<file path="src/rtl/imem_responder_if.sv">
// ---------------------------------------------------------------------------
// imem_responder_if
//
// Instruction-fetch bus between the ifetch stage (master) and the
// instruction-memory responder (slave). One read per word: the master holds
// bus_cyc_i high with a byte address on bus_adr_i. The slave answers with a
// single-cycle bus_ack_o and the fetched word on bus_dat_o.
//
// Signals
//   bus_cyc_i   master -> slave   fetch cycle request (level)
//   bus_adr_i   master -> slave   byte address of the fetch, bits [1:0] ignored
//   bus_ack_o   slave  -> master  one-cycle acknowledge
//   bus_dat_o   slave  -> master  fetched instruction word, valid with ack
// ---------------------------------------------------------------------------
interface imem_responder_if;

    logic        bus_cyc_i;
    logic [31:0] bus_adr_i;
    logic        bus_ack_o;
    logic [31:0] bus_dat_o;

    modport master (
        output bus_cyc_i,
        output bus_adr_i,
        input  bus_ack_o,
        input  bus_dat_o
    );

    modport slave (
        input  bus_cyc_i,
        input  bus_adr_i,
        output bus_ack_o,
        output bus_dat_o
    );

endinterface : imem_responder_if

</file>
<file path="src/rtl/imem_responder.sv">
// ---------------------------------------------------------------------------
// imem_responder
//
// Bus responder for the instruction-fetch port. It sits between the ifetch
// stage and a synchronous on-chip instruction RAM with one cycle of read
// latency. Every fetch is answered with a one-cycle acknowledge after
// 2 + WAIT_STATES cycles. A fetch whose address lies beyond the RAM returns
// ILLEGAL_WORD instead of RAM data and raises a sticky fault flag.
//
// Parameters
//   AW            RAM word-address width (depth = 2**AW words), at most 29
//   WAIT_STATES   extra cycles inserted before the acknowledge (0..15)
//   ILLEGAL_WORD  data returned for out-of-range fetches
//
// Ports
//   clk_i         clock
//   rst_ni        asynchronous active-low reset
//   bus           fetch bus (slave side): cyc/adr in, ack/dat out
//   mem_rd_o      RAM read strobe (combinational)
//   mem_adr_o     RAM word address = bus_adr_i[AW+1:2] (combinational)
//   mem_dat_i     RAM read data, valid the cycle after mem_rd_o and held
//   fault_clr_i   clears fault_o and fault_adr_o
//   fault_o       sticky flag: an out-of-range fetch was acknowledged
//   fault_adr_o   byte address of the first out-of-range fetch since clear
//
// Timing: the address is sampled in cycle T (IDLE), the RAM data arrives in
// T+1, the acknowledge is visible in T+2+WAIT_STATES, and the next address
// is sampled one cycle later. One word therefore costs 3+WAIT_STATES cycles.
// ---------------------------------------------------------------------------
module imem_responder #(
    parameter int unsigned AW           = 10,
    parameter int unsigned WAIT_STATES  = 0,
    parameter logic [31:0] ILLEGAL_WORD = 32'h0000_0000
) (
    input  logic                  clk_i,
    input  logic                  rst_ni,
    imem_responder_if.slave       bus,
    output logic                  mem_rd_o,
    output logic [AW-1:0]         mem_adr_o,
    input  logic [31:0]           mem_dat_i,
    input  logic                  fault_clr_i,
    output logic                  fault_o,
    output logic [31:0]           fault_adr_o
);

    // -----------------------------------------------------------------------
    // State and registers
    // -----------------------------------------------------------------------
    typedef enum logic [1:0] {
        ST_IDLE = 2'd0,   // waiting for a fetch request
        ST_READ = 2'd1,   // RAM read issued, counting down wait states
        ST_RESP = 2'd2    // acknowledge is on the bus this cycle
    } state_e;

    state_e      state_q,    state_d;
    logic [3:0]  cnt_q,      cnt_d;       // remaining wait states
    logic [31:0] adr_q,      adr_d;       // byte address latched in IDLE
    logic        range_ok_q, range_ok_d;  // range check latched with adr_q
    logic        ack_q,      ack_d;
    logic [31:0] dat_q,      dat_d;
    logic        fault_q,    fault_d;
    logic [31:0] fault_adr_q, fault_adr_d;

    // Any address bit above the RAM's byte range makes the fetch illegal.
    // A shift is used instead of a part-select so the expression stays
    // well-formed for every legal AW.
    logic range_ok;
    assign range_ok = ((bus.bus_adr_i >> (AW + 2)) == 32'd0);

    // The RAM is addressed straight from the bus so the read can be issued
    // in the same cycle the request is first seen.
    assign mem_adr_o = bus.bus_adr_i[AW+1:2];

    // -----------------------------------------------------------------------
    // Next-state and output logic
    // -----------------------------------------------------------------------
    always_comb begin
        // NOTE: every signal written here gets a default first; a path that
        // leaves one unassigned would otherwise infer a latch.
        state_d     = state_q;
        cnt_d       = cnt_q;
        adr_d       = adr_q;
        range_ok_d  = range_ok_q;
        ack_d       = 1'b0;          // ack is a single-cycle pulse
        dat_d       = dat_q;         // data holds until the next ack
        fault_d     = fault_q;
        fault_adr_d = fault_adr_q;
        mem_rd_o    = 1'b0;

        // Clear first, so a fault raised below in the same cycle overrides it.
        if (fault_clr_i) begin
            fault_d     = 1'b0;
            fault_adr_d = 32'd0;
        end

        unique case (state_q)
            ST_IDLE: begin
                if (bus.bus_cyc_i) begin
                    // Out-of-range fetches never touch the RAM.
                    mem_rd_o   = range_ok;
                    adr_d      = bus.bus_adr_i;
                    range_ok_d = range_ok;
                    cnt_d      = 4'(WAIT_STATES);
                    state_d    = ST_READ;
                end
            end

            ST_READ: begin
                if (!bus.bus_cyc_i) begin
                    // Initiator withdrew the request: abandon without ack.
                    state_d = ST_IDLE;
                end else if (cnt_q != 4'd0) begin
                    cnt_d = cnt_q - 4'd1;
                end else begin
                    // mem_dat_i has held the word since the cycle after the
                    // read, so it is still valid however long we waited.
                    dat_d   = range_ok_q ? mem_dat_i : ILLEGAL_WORD;
                    ack_d   = 1'b1;
                    state_d = ST_RESP;
                    if (!range_ok_q) begin
                        fault_d = 1'b1;
                        // Keep the first faulting address, unless it is being
                        // cleared this very cycle.
                        if (!fault_q || fault_clr_i) begin
                            fault_adr_d = adr_q;
                        end
                    end
                end
            end

            ST_RESP: begin
                // The ack is visible now; it is never repeated for this
                // access. If bus_cyc_i is still high, IDLE starts a new one.
                state_d = ST_IDLE;
            end

            default: begin
                state_d = ST_IDLE;
            end
        endcase
    end

    // -----------------------------------------------------------------------
    // Registers
    // -----------------------------------------------------------------------
    // NOTE: state is updated with non-blocking assignments so every flop
    // samples the values from before the clock edge, independent of order.
    always_ff @(posedge clk_i or negedge rst_ni) begin
        if (!rst_ni) begin
            state_q     <= ST_IDLE;
            cnt_q       <= 4'd0;
            adr_q       <= 32'd0;
            range_ok_q  <= 1'b0;
            ack_q       <= 1'b0;
            dat_q       <= 32'd0;
            fault_q     <= 1'b0;
            fault_adr_q <= 32'd0;
        end else begin
            state_q     <= state_d;
            cnt_q       <= cnt_d;
            adr_q       <= adr_d;
            range_ok_q  <= range_ok_d;
            ack_q       <= ack_d;
            dat_q       <= dat_d;
            fault_q     <= fault_d;
            fault_adr_q <= fault_adr_d;
        end
    end

    assign bus.bus_ack_o = ack_q;
    assign bus.bus_dat_o = dat_q;
    assign fault_o       = fault_q;
    assign fault_adr_o   = fault_adr_q;

    // -----------------------------------------------------------------------
    // Protocol properties
    // -----------------------------------------------------------------------
    // The acknowledge never lasts longer than one cycle.
    ack_single_cycle: assert property (
        @(posedge clk_i) disable iff (!rst_ni) ack_q |=> !ack_q
    );

    // The RAM is only strobed while a new access is being started.
    rd_only_in_idle: assert property (
        @(posedge clk_i) disable iff (!rst_ni) mem_rd_o |-> (state_q == ST_IDLE)
    );

endmodule : imem_responder

</file>
<file path="src/flat_wrapper.sv">
// flat-port wrapper written by rule: the top's interface ports become plain ports
module imem_responder_flat 
#(
    parameter int unsigned AW           = 10,
    parameter int unsigned WAIT_STATES  = 0,
    parameter logic [31:0] ILLEGAL_WORD = 32'h0000_0000
)
  (clk_i, rst_ni, mem_rd_o, mem_adr_o, mem_dat_i, fault_clr_i, fault_o, fault_adr_o, bus_bus_cyc_i, bus_bus_adr_i, bus_bus_ack_o, bus_bus_dat_o);
  imem_responder_if bus_i ();
  input  logic clk_i;
  input  logic rst_ni;
  output logic mem_rd_o;
  output logic [AW-1:0] mem_adr_o;
  input  logic [31:0] mem_dat_i;
  input  logic fault_clr_i;
  output logic fault_o;
  output logic [31:0] fault_adr_o;
  input wire logic [$bits(bus_i.bus_cyc_i)-1:0] bus_bus_cyc_i;
  input wire logic [$bits(bus_i.bus_adr_i)-1:0] bus_bus_adr_i;
  output wire logic [$bits(bus_i.bus_ack_o)-1:0] bus_bus_ack_o;
  output wire logic [$bits(bus_i.bus_dat_o)-1:0] bus_bus_dat_o;
  assign bus_i.bus_cyc_i = bus_bus_cyc_i;
  assign bus_i.bus_adr_i = bus_bus_adr_i;
  assign bus_bus_ack_o = bus_i.bus_ack_o;
  assign bus_bus_dat_o = bus_i.bus_dat_o;
  imem_responder #(.AW(AW), .WAIT_STATES(WAIT_STATES), .ILLEGAL_WORD(ILLEGAL_WORD)) u_core (.clk_i(clk_i), .rst_ni(rst_ni), .bus(bus_i), .mem_rd_o(mem_rd_o), .mem_adr_o(mem_adr_o), .mem_dat_i(mem_dat_i), .fault_clr_i(fault_clr_i), .fault_o(fault_o), .fault_adr_o(fault_adr_o));
endmodule
</file>
<file path="config.mk">
export PLATFORM = sky130hd
export DESIGN_NAME = imem_responder_flat
export DESIGN_NICKNAME = d
export VERILOG_FILES = /design/src/rtl/imem_responder_if.sv /design/src/rtl/imem_responder.sv /design/src/flat_wrapper.sv
export SDC_FILE = /design/constraint.sdc
export NUM_CORES = 1
export LEC_CHECK = 0
export CORE_MARGIN = 2
export CORE_UTILIZATION = 45
export DETAILED_ROUTE_END_ITERATION = 10
export HOLD_SLACK_MARGIN = 0.12
export PLACE_DENSITY = 0.88
export SLEW_MARGIN = 40
export SYNTH_ARGS = -nofsm -noshare
export SYNTH_HDL_FRONTEND = slang
export SYNTH_SLANG_ARGS = --single-unit
</file>
<file path="constraint.sdc">
create_clock -name clk_i -period 2.3 [get_ports clk_i]
set_input_delay 0.345 -clock clk_i [delete_from_list [all_inputs] [get_ports clk_i]]
set_output_delay 0.345 -clock clk_i [all_outputs]
set_load 0.01 [all_outputs]
</file>
Word level (Yosys, flattened, before mapping)
Index checks and enable logic that the tools add are counted.
{"block": "totals", "elab_cells": 50, "inputBits": 68, "reg_bits": 105, "output_inout_bits": 77}
{"block": "op_classes", "bitwise": 1, "n_reduce_logical": 10, "eq_ne": 5, "mux": 25, "n_addsub": 1}
{"cell": "$mux W32", "n": 7}
{"cell": "$logic_not A32 Y1", "n": 1}
{"cell": "$mux W4", "n": 3}
{"cell": "$mux W1", "n": 10}
{"cell": "$pmux W4 S2", "n": 1}
{"cell": "$mux W2", "n": 3}
{"cell": "$ne A2 B2 Y1 const B", "n": 2}
{"cell": "$pmux W2 S2", "n": 1}
{"cell": "$reduce_and A2 Y1", "n": 2}
{"cell": "$reduce_and A4 Y1", "n": 1}
{"cell": "$reduce_bool A4 Y1", "n": 1}
{"cell": "$sub A4 B1 Y4 const B", "n": 1}
{"cell": "$ne A3 B3 Y1 const B", "n": 1}
{"cell": "$reduce_and A3 Y1", "n": 1}
{"cell": "$eq A2 B1 Y1 const B", "n": 1}
{"cell": "$logic_not A2 Y1", "n": 1}
{"cell": "$ne A2 B1 Y1 const B", "n": 1}
{"cell": "$reduce_bool A2 Y1", "n": 1}
{"cell": "$logic_not A1 Y1", "n": 1}
{"cell": "$logic_or A1 B1 Y1", "n": 1}
{"cell": "$not A1 Y1", "n": 1}

Longest topological paths before layout
Gate-level depths: netlist (run 1).
{"block": "logic_depth", "ltp_word": 7, "ltp_mapped": 6, "mapped_depth_nobuf": 5}

Least setup slack after synthesis (run 1)
Ideal clock, no wire load.
{"block": "synth_timing", "kind": "reg2out", "startpoint": "reg u_core.state_q[0]", "endpoint": "out mem_rd_o", "t_arrival_ns": 1.372, "path_slack_ns": 0.583, "required_time_ns": 1.955, "stages_incl_launch_ff": 6, "cell_sequence": "dfrtp_1 -> buf_4 -> nor3b_2 -> buf_4 -> nand4_1 -> nor2_1"}
{"block": "synth_via", "elab_chain_len": 2}
{"element": "start, declared", "line_no": "imem_responder.sv:55", "rtl": "state_e state_q, state_d;"}
{"element": "start signal, assigned", "line_no": "imem_responder.sv:159", "rtl": "state_q <= state_d;"}
{"element": "$logic_not A2 Y1", "line_no": "imem_responder.sv:96", "rtl": "unique case (state_q)"}
{"element": "$mux W1", "line_no": "imem_responder.sv:96"}
{"element": "end, declared", "line_no": "flat_wrapper.sv:12", "rtl": "output logic mem_rd_o;"}
No other way between the ends.

Worst setup path in the final report (run 1)
{"block": "layout_timing", "startpoint": "in bus_bus_adr_i[13]", "endpoint": "out mem_rd_o"}
{"block": "layout_via", "elab_chain_len": 3}
{"element": "start, declared", "line_no": "flat_wrapper.sv:19", "rtl": "input wire logic [$bits(bus_i.bus_adr_i)-1:0] bus_bus_adr_i;"}
{"element": "$logic_not A32 Y1", "line_no": "imem_responder.sv:68", "rtl": "assign range_ok = ((bus.bus_adr_i >> (AW + 2)) == 32'd0);"}
{"element": "$mux W1", "line_no": "imem_responder.sv:98", "rtl": "if (bus.bus_cyc_i) begin"}
{"element": "$mux W1", "line_no": "imem_responder.sv:96"}
No other way between the ends.

==> metrics.txt, run 1 <==
Final ANT Viol Nets=0; r2r worst-path depth=6; commonest non-fill, non-tap cell in the layout=clkdlybuf4s50_1; Final setup viols=0; clk sink count=between 100 and 150; Hold Path Class=reg2reg; Final Instance Area=between 6000 and 7000 um^2; DR DRC count=0; Fillers=approximately 800; row cnt=37; crit path max fanout=2; Clock Latency Late Sink=~0.36 ns; hold wc startpoint=u_core.adr_q[31]; placed cells=about 630; FMAX=slightly below 500 MHz; Layout Nets=slightly below 600; worst flop-to-flop path startpoint=u_core.cnt_q[0]; pin count of the biggest net entering global routing=50; Core Area=between 10000 and 15000 um^2; starting density of the core=between 40 and 50%; setup ws final=about 0.25 ns; initial antenna violation count=0; post-CTS setup buffer count=0; initial DRC count=between 90 and 100; post-synth cell types=29; crit start category=input pin; worst clock skew=0.009707 ns; vias in the first global route=between 3000 and 4000; power share of the combinational group=roughly two fifths; post-layout min period=2.054 ns; DR WL/cell=15.55 um; Antenna diodes=0; DR vias/cell=a little under 5; H-tree depth=3; power density cells=1050 nW/um^2; Clock power frac=around 17%; layout cells sized above 1=a little under a fifth; Post-Syn Area=~4700 um^2; clk slew on worst S/H paths=roughly 0.10 ns; unrepaired setup endpoints after global routing=false; Peak VDD IR=around 0.61 mV; fin cells=~650; post-synthesis register bit count=105; final slew viol count=0; Seq/Total Area, Yosys=between 50 and 60%; Sequential Power Share=a little over two fifths; WS Path Type=in2out; worst path required time=1.96 ns; switch share=between 30 and 40%; gpl congestion=~0.73; Post-Syn Instances=approximately 370; Power, Total=~6.8 mW; Area Growth Syn to Fin=37.72%; pre-CTS setup slack=-0.1320 ns; routed wire length=approximately 10000 um; dpl hpwl=7133 um; Placed Area=between 6000 and 7000 um^2; Die Wd=~110 um; Die Height=106.2 um; total track usage=a little under a fifth; commonest non-fill, non-tap cells in the layout=clkdlybuf4s50_1, dfrtp_1, inv_1; DIE AREA=~11000 um^2; DRT Pass-1 Iters=4; final worst-path cycle share=approximately nine tenths; hold endpoint=u_core.fault_adr_o[31]; status=complete, no violations; switching pwr=2.075 mW; CTS tree=yes; post-synthesis area per instance=between 10 and 15 um^2; first-pass GRT wire length=roughly 17000 um; hold-critical path depth=1; Setup TNS=0 ns; worst flop-to-flop path endpoint=u_core.fault_adr_o[0]; Power Internal=between 4 and 5 mW; CTS buffer count=9; GRT overflow=0; max_cap viols=0; Ports=145; endpoints failing hold=0; Bufs on Longest Clock Path=2; Leakage=around 3 nW; Syn. warnings=0; routed via count=3112; # port buffers=144; Root Driver=clkbuf_8; Least-Margin Pin Slew=about 0.65 ns; Syn Nets=about 440; reg-to-reg slack, setup=0.50 ns; Slew HR=between 50% and 60%; Setup crit end kind=output port; arrival time worst endpoint=approximately 1.7 ns
-- synth_stat cells (all sizes together) --
| library cell | count | area [um^2] |
|---|---|---|
| o31ai | 1 | 7.510 |
| a22o | 1 | 8.760 |
| nand4b | 1 | 8.760 |
| a2bb2oi | 2 | 17.52 |
| ha | 2 | 25.02 |
| o22ai | 1 | 6.260 |
| buf | 20 | 158.9 |
| mux2i | 34 | 340.3 |
| o21ai | 2 | 10.01 |
| nor2 | 3 | 11.26 |
| nor2b | 35 | 219.0 |
| inv | 37 | 138.9 |
| nor4 | 5 | 31.28 |
| nor3 | 1 | 5.000 |
| mux2 | 63 | 818.3 |
| clkbuf | 7 | 26.28 |
| nand2 | 36 | 137.6 |
| dfrtp | 105 | 2628 |
| and4bb | 1 | 12.51 |
| nor3b | 1 | 12.51 |
| o211ai | 1 | 7.510 |
| nand3 | 1 | 5.000 |
| nand2b | 6 | 37.54 |
| nand4 | 2 | 27.53 |
-- flip-flops by register name, summed over array words and instances, names as in the netlist --
signal,cells
u_core.fault_o,1
u_core.range_ok_q,1
u_core.state_q,2
u_core.fault_adr_o,32
u_core.bus.bus_ack_o,1
u_core.cnt_q,4
u_core.bus.bus_dat_o,32
u_core.adr_q,32
-- critical path, cell delays in order --
cell             delay, ns
clkdlybuf4s50_1       0.47
nor4_4                0.32
nand4_1               0.15
nor2_1                0.14
dlygate4sd2_1         0.28
-- timing repair --
item | 4_1_cts | 5_1_grt
gates resized for setup | 4 | 0
endpoints found under the setup margin | 1 | 0
hold buffers | 1 | 0
hold endpoints to repair | 46 | 0
-- layout make-up --
class                   count  area (um^2)  share of cell area, %
flip-flops and latches    105         2628                  40.59
multi-input cells         199         1777                  27.44
repair buffers            155         1560                  24.10
well taps                 136        170.2                  2.629
inverters                  37        138.9                  2.145
clock buffers               9        123.9                  1.913
clock inverters             6        76.32                  1.179
-- worst max path at each step --
stage / startpoint / to / slack [ns] / depth (start not counted)
final: bus_bus_adr_i[13] / mem_rd_o / 0.25 / 5
after global routing: bus_bus_cyc_i / mem_rd_o / 0.15 / 5
after CTS: bus_bus_adr_i[13] / mem_rd_o / 0.23 / 5
after detailed placement: bus_bus_adr_i[13] / mem_rd_o / -0.13 / 5
after global placement: bus_bus_adr_i[13] / mem_rd_o / -0.15 / 5
after floorplan: u_core.state_q[0] / mem_rd_o / 0.58 / 5
-- layer usage --
| layer | track usage, % | part of all wire [%] | vias to the layer above |
|---|---|---|---|
| li1 | - | - | 1463 |
| met1 | 22.83 | 43 | 1531 |
| met2 | 32.33 | 49 | 109 |
| met3 | 5.395 | 7.2 | 9 |
| met4 | 4.229 | 0.73 | 0 |
| met5 | 0 | 0 | - |
-- power by group through the flow --
stage                     logic [mW]  registers [mW]  clock network, mW
final                           2.65            2.97               1.17
after global routing            2.86            3.06               1.28
after CTS                       2.69            2.98               1.21
after detailed placement        2.68            3.01                  0
after global placement          2.61            2.97                  0
after floorplan                 1.28            3.11                  0
-- logic make-up (layout without fill, tap and decap cells) --
| kind of cell | Yosys count | in the layout | synth area share [%] |
|---|---|---|---|
| buffers and inverters | 64 | 207 | 6.894 |
| muxes | 97 | 97 | 24.65 |
| DFF | 105 | 105 | 55.90 |
| adders and majority gates | 2 | 2 | 0.5323 |
| AOI/OAI and AO/OA | 8 | 8 | 1.225 |
| and+or+nand+nor | 92 | 92 | 10.81 |
-- through the flow --
step / hold slack [ns] / util (%)
after floorplan: 0.04941 / -
after global placement: 0.4101 / 61.02
after detailed placement: 0.4282 / 61.02
after CTS: 0.5075 / 63.28
after global routing: 0.5089 / 63.28
final: 0.5051 / 63.28
(Power assumes the default switching activity.)
==> run 2: changes to the inputs <==
--- a/config.mk
+++ b/config.mk
@@ -7,6 +7,7 @@
 export LEC_CHECK = 0
 export CORE_MARGIN = 2
 export CORE_UTILIZATION = 45
+export CTS_CLUSTER_SIZE = 25
 export DETAILED_ROUTE_END_ITERATION = 10
 export HOLD_SLACK_MARGIN = 0.12
 export PLACE_DENSITY = 0.88
==> results of run 2 <==
Same layout as run 1: the final DEF is identical, and so are final timing and power.
